## src/rtl/stage_writeback.sv

```systemverilog
// Writeback stage: merges returning loads and ALU results onto one registered
// register-file write port. Loads have priority; ALU results queue in a small FIFO.
module stage_writeback #(
  parameter int unsigned WD_SIZE        = 32,
  parameter int unsigned INSTR_REG_BITS = 5,
  parameter int unsigned ALU_FIFO_DEPTH = 2
) (
  input  logic                      clk,
  input  logic                      reset,
  input  logic                      alu_valid,
  output logic                      alu_ready,
  input  logic [INSTR_REG_BITS-1:0] alu_rd,
  input  logic [WD_SIZE-1:0]        alu_data,
  input  logic                      mem_valid,
  input  logic [INSTR_REG_BITS-1:0] mem_rd,
  input  logic [2:0]                mem_funct3,
  input  logic [1:0]                mem_offset,
  input  logic [WD_SIZE-1:0]        mem_data,
  output logic                      wr_en,
  output logic [INSTR_REG_BITS-1:0] wr_rd,
  output logic [WD_SIZE-1:0]        wr_data,
  output logic                      busy
);

  localparam int unsigned PTR_W = (ALU_FIFO_DEPTH > 1) ? $clog2(ALU_FIFO_DEPTH) : 1;
  localparam int unsigned CNT_W = $clog2(ALU_FIFO_DEPTH + 1);
  localparam logic [PTR_W-1:0] PTR_LAST = PTR_W'(ALU_FIFO_DEPTH - 1);
  localparam logic [CNT_W-1:0] CNT_FULL = CNT_W'(ALU_FIFO_DEPTH);

  logic [INSTR_REG_BITS-1:0] fifo_rd   [ALU_FIFO_DEPTH];
  logic [WD_SIZE-1:0]        fifo_data [ALU_FIFO_DEPTH];
  logic [PTR_W-1:0]          rd_ptr;
  logic [PTR_W-1:0]          wr_ptr;
  logic [CNT_W-1:0]          count;

  logic                      accept;
  logic                      alu_live;
  logic                      mem_live;
  logic                      fifo_empty;
  logic                      push;
  logic                      pop;
  logic                      sel_en;
  logic [INSTR_REG_BITS-1:0] sel_rd;
  logic [WD_SIZE-1:0]        sel_data;
  logic [7:0]                ld_byte;
  logic [15:0]               ld_half;
  logic [WD_SIZE-1:0]        ld_value;

  assign alu_ready  = (count < CNT_FULL);
  assign busy       = (count != '0);
  assign fifo_empty = (count == '0);

  // Load alignment and extension
  always_comb begin
    ld_byte  = '0;
    ld_half  = '0;
    ld_value = mem_data;
    case (mem_offset)
      2'd0:    ld_byte = mem_data[7:0];
      2'd1:    ld_byte = mem_data[15:8];
      2'd2:    ld_byte = mem_data[23:16];
      default: ld_byte = mem_data[31:24];
    endcase
    ld_half = mem_offset[1] ? mem_data[31:16] : mem_data[15:0];
    case (mem_funct3)
      3'b000:  ld_value = {{(WD_SIZE-8){ld_byte[7]}}, ld_byte};
      3'b001:  ld_value = {{(WD_SIZE-16){ld_half[15]}}, ld_half};
      3'b100:  ld_value = {{(WD_SIZE-8){1'b0}}, ld_byte};
      3'b101:  ld_value = {{(WD_SIZE-16){1'b0}}, ld_half};
      default: ld_value = mem_data;
    endcase
  end

  // Results targeting x0 are consumed here and never occupy the port or the FIFO,
  // so the next candidate in priority order can use the port in the same cycle.
  always_comb begin
    accept   = alu_valid & alu_ready;
    alu_live = accept & (alu_rd != '0);
    mem_live = mem_valid & (mem_rd != '0);
    sel_en   = 1'b0;
    sel_rd   = '0;
    sel_data = '0;
    pop      = 1'b0;
    push     = 1'b0;
    if (mem_live) begin
      sel_en   = 1'b1;
      sel_rd   = mem_rd;
      sel_data = ld_value;
      push     = alu_live;
    end else if (!fifo_empty) begin
      sel_en   = 1'b1;
      sel_rd   = fifo_rd[rd_ptr];
      sel_data = fifo_data[rd_ptr];
      pop      = 1'b1;
      push     = alu_live;
    end else if (alu_live) begin
      sel_en   = 1'b1;
      sel_rd   = alu_rd;
      sel_data = alu_data;
    end
  end

  always_ff @(posedge clk) begin
    if (reset) begin
      count   <= '0;
      rd_ptr  <= '0;
      wr_ptr  <= '0;
      wr_en   <= 1'b0;
      wr_rd   <= '0;
      wr_data <= '0;
    end else begin
      wr_en <= sel_en;
      if (sel_en) begin
        wr_rd   <= sel_rd;
        wr_data <= sel_data;
      end
      if (push) begin
        fifo_rd[wr_ptr]   <= alu_rd;
        fifo_data[wr_ptr] <= alu_data;
        wr_ptr            <= (wr_ptr == PTR_LAST) ? '0 : wr_ptr + 1'b1;
      end
      if (pop) begin
        rd_ptr <= (rd_ptr == PTR_LAST) ? '0 : rd_ptr + 1'b1;
      end
      case ({push, pop})
        2'b10:   count <= count + 1'b1;
        2'b01:   count <= count - 1'b1;
        default: count <= count;
      endcase
    end
  end

endmodule
```

## config.mk

```make
export PLATFORM = sky130hd
export DESIGN_NAME = stage_writeback
export DESIGN_NICKNAME = d
export VERILOG_FILES = /design/src/rtl/stage_writeback.sv
export SDC_FILE = /design/constraint.sdc
export NUM_CORES = 1
export LEC_CHECK = 0
export CAP_MARGIN = 25
export CORE_MARGIN = 2
export CORE_UTILIZATION = 35
export CTS_BUF_LIST = sky130_fd_sc_hd__clkbuf_8
export CTS_CLUSTER_SIZE = 20
export DETAILED_ROUTE_END_ITERATION = 10
export GPL_TIMING_DRIVEN = 0
export PLACE_DENSITY = 0.64
export SLEW_MARGIN = 20
export SYNTH_ARGS = -nofsm -noshare
export SYNTH_HDL_FRONTEND = slang
export SYNTH_SLANG_ARGS = --single-unit
```

## constraint.sdc

```tcl
create_clock -name clk -period 8.8 [get_ports clk]
set_input_delay 1.76 -clock clk [delete_from_list [all_inputs] [get_ports clk]]
set_output_delay 1.76 -clock clk [all_outputs]
set_load 0.03 [all_outputs]
```

==> impl_metrics.ini, run 1 <==
[synth]
ys_types = 54
synth_nets = 570
netlist_area_um2 = 5510
synth_ff_type = edfxtp_1
ys_seq_elements = 117
synth_warnings = 0
ys_seq_area_frac = 0.559
synth.avg_cell_area_um2 = 11.3
async_flop_share = 0
syn_inst = 486
synth_edf_count = 74

[setup_path]
critPathTopFamily = buffers and inverters
cp_num_buf_inv = 4
path_common_cell = clkbuf_1
cp_data_required_time_ns = 7.04
path_cells = nor2_1, inv_1, clkbuf_1, clkbuf_1, clkdlybuf4s50_1
start_kind = flop
end_kind = output port
crit_path_top_delay_cell = clkdlybuf4s50_1
cp.arrival_ns = 2.63
path_class = reg -> out
worstPathMaxFanout = 10
critPathMaxStageDelay_ns = 0.76

[power]
p_total_mw = 1.88
irDropWorstVdd_v = 0.000128
pwr_density_cell_nw_per_um2 = 254
p_leak_nw = 2.52

[job]
max_cap_viol_count = 0

[final_layout]
nets = 717
final-instance-count-excl-fill = 856
n_antenna_cell = 0
area_growth_syn_to_layout_pct = 34.4
design_area_um2 = 7410
drive_gt1_frac = 0.132

[detailed_routing]
drtIter0Drc = 403
finalWirelength_um = 16600
first_pass_iters = 5
drc_errors = 0
vias_per_cell = 5.35
num_vias = 4580
ant_nets = 0
routedWlPerCell_um = 19.3

[clock_network]
numCtsBuffers = 17
postCtsResizedCells = 0
cts_tree = built
post_cts_buffers = 0
cts_buffer_depth = 2
root_buffer = clkbuf_8
clkLatencyLatePin_ns = 0.44
hold_buffers = 0
clock_sinks = 117
path_clk_slew_ns = 0.07
htreeDepth = 4

[placed_design]
dp_cells = 825
numPortBuffers = 120
gp_congestion = 0.898
dp_hpwl_um = 12600
dpl_cell_area_um2 = 7060

[timing]
maxSlewHeadroom = 0.454
finalCritPeriodShare = 0.499
drv_slew = 0
rsz0062_at_grt = false
setup_tns_ns = 0
hold-worst-slack_ns = 0.508
clock.fmax_ghz = 0.228
finalCriticalPeriod_ns = 4.39
worstMarginPinSlew_ns = 0.815
hold_viol = 0
setup_violations = 0
skew_ns = 0.00754

[grt]
grt_pass1_wl_um = 25000
grt_pass1_vias = 4548
track_usage = 0.202
grt-ovfl-total = 0
antenna_found_initial = 0
grt_max_degree = 17

[floorplan]
rows = 45
fp.coreArea_um2 = 15300
start_util = 0.360
die_w_um = 129
dieArea_um2 = 16800
die-height_um = 129
io_pins = 123

[outcome]
status = finished, final reports clean

[worst_hold_path]
hp-class = reg -> reg
[sequential cells by signal, summed over array words and instances (netlist names), named ones only]
| signal | count |
|---|---|
| wr_en | 1 |
| wr_data | 32 |
| rd_ptr | 1 |
| fifo_data | 64 |
| count | 2 |
| wr_ptr | 1 |
| wr_rd | 5 |
| fifo_rd | 10 |
[per-layer routing]
metal	part of all wire	routed length [µm]	vias up	GRT usage
met4	0.018	299	0	0.0708
met1	0.44	7230	2250	0.261
li1	-	-	2150	-
met3	0.057	939	23	0.0429
met5	0	0	-	0
met2	0.49	8080	157	0.337
[worst paths after layout]
kind,from,to,slack [ns],cells after the start
hold reg to reg,wr_data[31],wr_data[31],0.51,2
setup reg to reg,count[0],fifo_data[1][14],6.39,6
hold / removal,wr_data[31],wr_data[31],0.51,2
setup / recovery,count[0],busy,4.41,5
[synth_stat cells (all sizes together) (3+ instances only)]
cell type | number | area share
inv | 8 | 0.0054
nor4 | 16 | 0.023
mux2 | 16 | 0.033
edfxtp | 74 | 0.40
a22o | 3 | 0.0048
o21ai | 24 | 0.022
a2111oi | 5 | 0.0079
nand2 | 29 | 0.020
dfxtp | 43 | 0.16
a21oi | 26 | 0.024
or3 | 19 | 0.023
o22ai | 3 | 0.0034
o311ai | 3 | 0.0061
nor2b | 7 | 0.0079
a311oi | 12 | 0.019
nand3 | 11 | 0.011
nor3 | 3 | 0.0027
o211ai | 14 | 0.019
nor2 | 49 | 0.035
a211oi | 24 | 0.035
buf | 16 | 0.019
o2111ai | 3 | 0.0048
mux2i | 32 | 0.058
clkbuf | 22 | 0.015
[cells by family (layout without fill, tap and decap cells)]
family | after synthesis | after routing | share of synthesized area
xor gates and xnor gates | 4 | 4 | 0.00636
muxes | 48 | 48 | 0.0908
adders and majority gates | 1 | 1 | 0.00227
DFF | 117 | 117 | 0.559
and+or+nand+nor | 141 | 141 | 0.131
AOI/OAI and AO/OA | 129 | 129 | 0.170
buffers and inverters | 46 | 205 | 0.0397
[metrics by stage]
stage / worst slack (ns) / utilization
after global placement: 0.847 / 0.455
after global routing: 4.27 / 0.484
after detailed placement: 4.37 / 0.461
after floorplan: 3.25 / -
final: 4.41 / 0.484
after CTS: 4.42 / 0.484
[worst reg2reg max path: stages (launching register included)]
cell and delay [ns]:
dfxtp_1 0.39, nor2_1 0.10, clkbuf_1 0.23, a21o_1 0.28, nor3b_2 0.68, buf_6 0.24, buf_4 0.19
[power by group]
group | leakage [nW] | switching [mW] | internal, mW
Sequential | 1.03 | 0.0414 | 0.672
Clock | 0.199 | 0.201 | 0.232
Combinational | 1.29 | 0.444 | 0.287
Total | 2.52 | 0.687 | 1.19
[cell type report]
cell class                 count  area [µm²]
fill                        1483        7910
sequential                   117        3080
multi-input combinational    323        2220
timing repair buffer         128        1270
clock buffer                  23         317
tap                          211         264
buffer                        38         189
clock inverter                 8        35.0
inverter                       8        30.0
[placed cells by master, fill, tap and decap left out, types with 2 or more instances in the layout]
master / synthesis / final
clkdlybuf4s50_1: 0 / 120
o311ai_0: 2 / 2
o2111ai_1: 3 / 3
a211oi_1: 23 / 23
nor4_1: 12 / 12
a21oi_1: 26 / 26
a2111oi_0: 5 / 5
buf_4: 5 / 10
mux2_2: 16 / 16
nand3_1: 10 / 10
a21o_1: 2 / 2
dfxtp_1: 43 / 43
o41ai_1: 2 / 2
nor3_1: 3 / 2
edfxtp_1: 74 / 74
nand2_1: 29 / 29
nor4_2: 4 / 4
o21ai_0: 22 / 22
or3_4: 2 / 2
clkbuf_8: 0 / 23
xor2_1: 2 / 2
clkinv_2: 0 / 4
inv_1: 8 / 11
o211ai_1: 14 / 14
mux2i_1: 32 / 32
a311oi_1: 12 / 12
buf_2: 9 / 9
nor2b_1: 7 / 7
buf_6: 2 / 5
nor2_1: 48 / 48
o22ai_1: 3 / 3
nand2b_1: 2 / 2
clkbuf_1: 21 / 21
or3_1: 17 / 17
a22o_1: 3 / 3
xnor2_1: 2 / 2
Note: power is estimated with default switching activity, not from simulation.
==> run 2, diff against run 1 <==
==> constraint.sdc (replaced) <==
create_clock -name clk -period 4.6 [get_ports clk]
set_input_delay 0.92 -clock clk [delete_from_list [all_inputs] [get_ports clk]]
set_output_delay 0.92 -clock clk [all_outputs]
set_load 0.03 [all_outputs]
==> impl_metrics.ini, run 2 (synthesis results as in run 1) <==
[outcome]
status = finished, final reports clean

[final_layout]
post-route-util = 0.486
nets = 715
top_register = fifo_data
final_common_cell = clkdlybuf4s50_1
reg_top3 = fifo_data x64, wr_data x32, fifo_rd x10
multiInputGateArea_um2 = 2220
n_antenna_cell = 0
n_fill_cell = 1443
area_growth_syn_to_layout_pct = 35.1
design_area_um2 = 7450
drive_gt1_frac = 0.134
seqCellArea_um2 = 3080
layout_common_cells = clkdlybuf4s50_1, edfxtp_1, nor2_1
largest_register_ffs = 64

[grt]
grt_pass1_vias = 4569
grt_max_degree = 17
track_usage = 0.201
antenna_found_initial = 0
grt-ovfl-total = 0
grt_pass1_wl_um = 24900

[floorplan]
die-height_um = 129
fp.coreArea_um2 = 15300
rows = 45
io_pins = 123
dieArea_um2 = 16800
die_w_um = 129
start_util = 0.360

[detailed_routing]
ant_nets = 0
finalWirelength_um = 16800
first_pass_iters = 5
drc_errors = 0
num_vias = 4557
routedWlPerCell_um = 19.6
drtIter0Drc = 365
vias_per_cell = 5.33

[clock_network]
cts_tree = built
htreeDepth = 4
post_cts_buffers = 0
hold_buffers = 0
clock_sinks = 117
clkLatencyLatePin_ns = 0.44
path_clk_slew_ns = 0.07
root_buffer = clkbuf_8
postCtsResizedCells = 0
numCtsBuffers = 17
cts_buffer_depth = 2

[timing]
clock.fmax_ghz = 0.278
finalCriticalPeriod_ns = 3.59
maxSlewHeadroom = 0.531
skew_ns = 0.00890
hold_viol = 0
finalCritPeriodShare = 0.781
rsz0062_at_grt = false
worstMarginPinSlew_ns = 0.703
setup_violations = 0
drv_slew = 0
timing.final.ws_setup_ns = 1.01

[setup_path]
start_kind = flop
path_common_cell = clkbuf_1
ff2ff_path_depth = 6
worstSetupStartpoint = count[1]
cp_data_required_time_ns = 3.68
worstPathMaxFanout = 10
cp.arrival_ns = 2.67
crit_path_top_delay_cell = clkdlybuf4s50_1
path_cells = nor2_1, inv_1, clkbuf_1, clkbuf_1, clkdlybuf4s50_1
r2r_end = fifo_data[0][19]
critPathMaxStageDelay_ns = 0.76
path_class = reg -> out
rrSetupSlack_ns = 2.30
end_kind = output port
reg2reg_from = count[1]

[placed_design]
dp_hpwl_um = 12700
gp_congestion = 0.892
dpl_cell_area_um2 = 7050
pre_cts_ws_ns = 1.10
numPortBuffers = 120

[power]
pwr_density_cell_nw_per_um2 = 498
p_total_mw = 3.71
p_leak_nw = 2.51
irDropWorstVdd_v = 0.000273

[worst_hold_path]
whs_path_depth = 2
min_from = wr_data[31]
hp-class = reg -> reg
worst_hold_path.endpoint = wr_data[31]

[job]
max_cap_viol_count = 0
[run 2: changes by cell type in the layout (fill, tap and decap cells not counted), sizes merged]
cell      change
buf           -2
inv           -2
clkinvlp      +4
clkbuf        -6
bufinv        +3
clkinv        +2
[run 2: per-stage QoR]
step	setup TNS, ns	cells	hold slack (ns)
3_3_place_gp	-94.18	817	0.491
2_1_floorplan	0	486	0.479
6_report	0	855	0.502
5_1_grt	0	855	0.523
4_1_cts	0	855	0.505
3_5_place_dp	0	823	0.495
[run 2: layout make-up]
cell class / count / share of cell area
clock inverter: 15 / 0.0222
tap: 211 / 0.0355
buffer: 38 / 0.0254
inverter: 8 / 0.00403
clock buffer: 17 / 0.0314
timing repair buffer: 126 / 0.169
multi-input combinational: 323 / 0.299
sequential: 117 / 0.414
[run 2: worst max-delay path by stage]
stage	endpoint	slack [ns]	depth (start not counted)
floorplan	fifo_data[0][0]	0.09	5
global placement	fifo_data[0][18]	-2.18	5
detailed placement	fifo_data[0][17]	1.10	7
CTS	busy	1.03	5
global route	busy	0.89	5
finish	busy	1.01	5
[run 2: power breakdown]
part           internal, mW  switching, mW  total (mW)
registers              1.29         0.0828        1.37
clock network         0.527          0.421       0.949
logic                 0.548          0.846        1.39
total                  2.36           1.35        3.71
[run 2: worst max-delay path, delay by kind of cell, from the launching register on]
| family | cells | cell delay (ns) |
|---|---|---|
| buffers and inverters | 4 | 1.73 |
| DFF | 1 | 0.41 |
| and+or+nand+nor | 1 | 0.11 |
[run 2: metal layers]
| layer | GRT usage | vias up | wire, µm |
|---|---|---|---|
| met4 | 0.0576 | 0 | 257 |
| met5 | 0 | - | 0 |
| met2 | 0.340 | 156 | 8230 |
| li1 | - | 2159 | - |
| met1 | 0.256 | 2223 | 7210 |
| met3 | 0.0495 | 19 | 1070 |
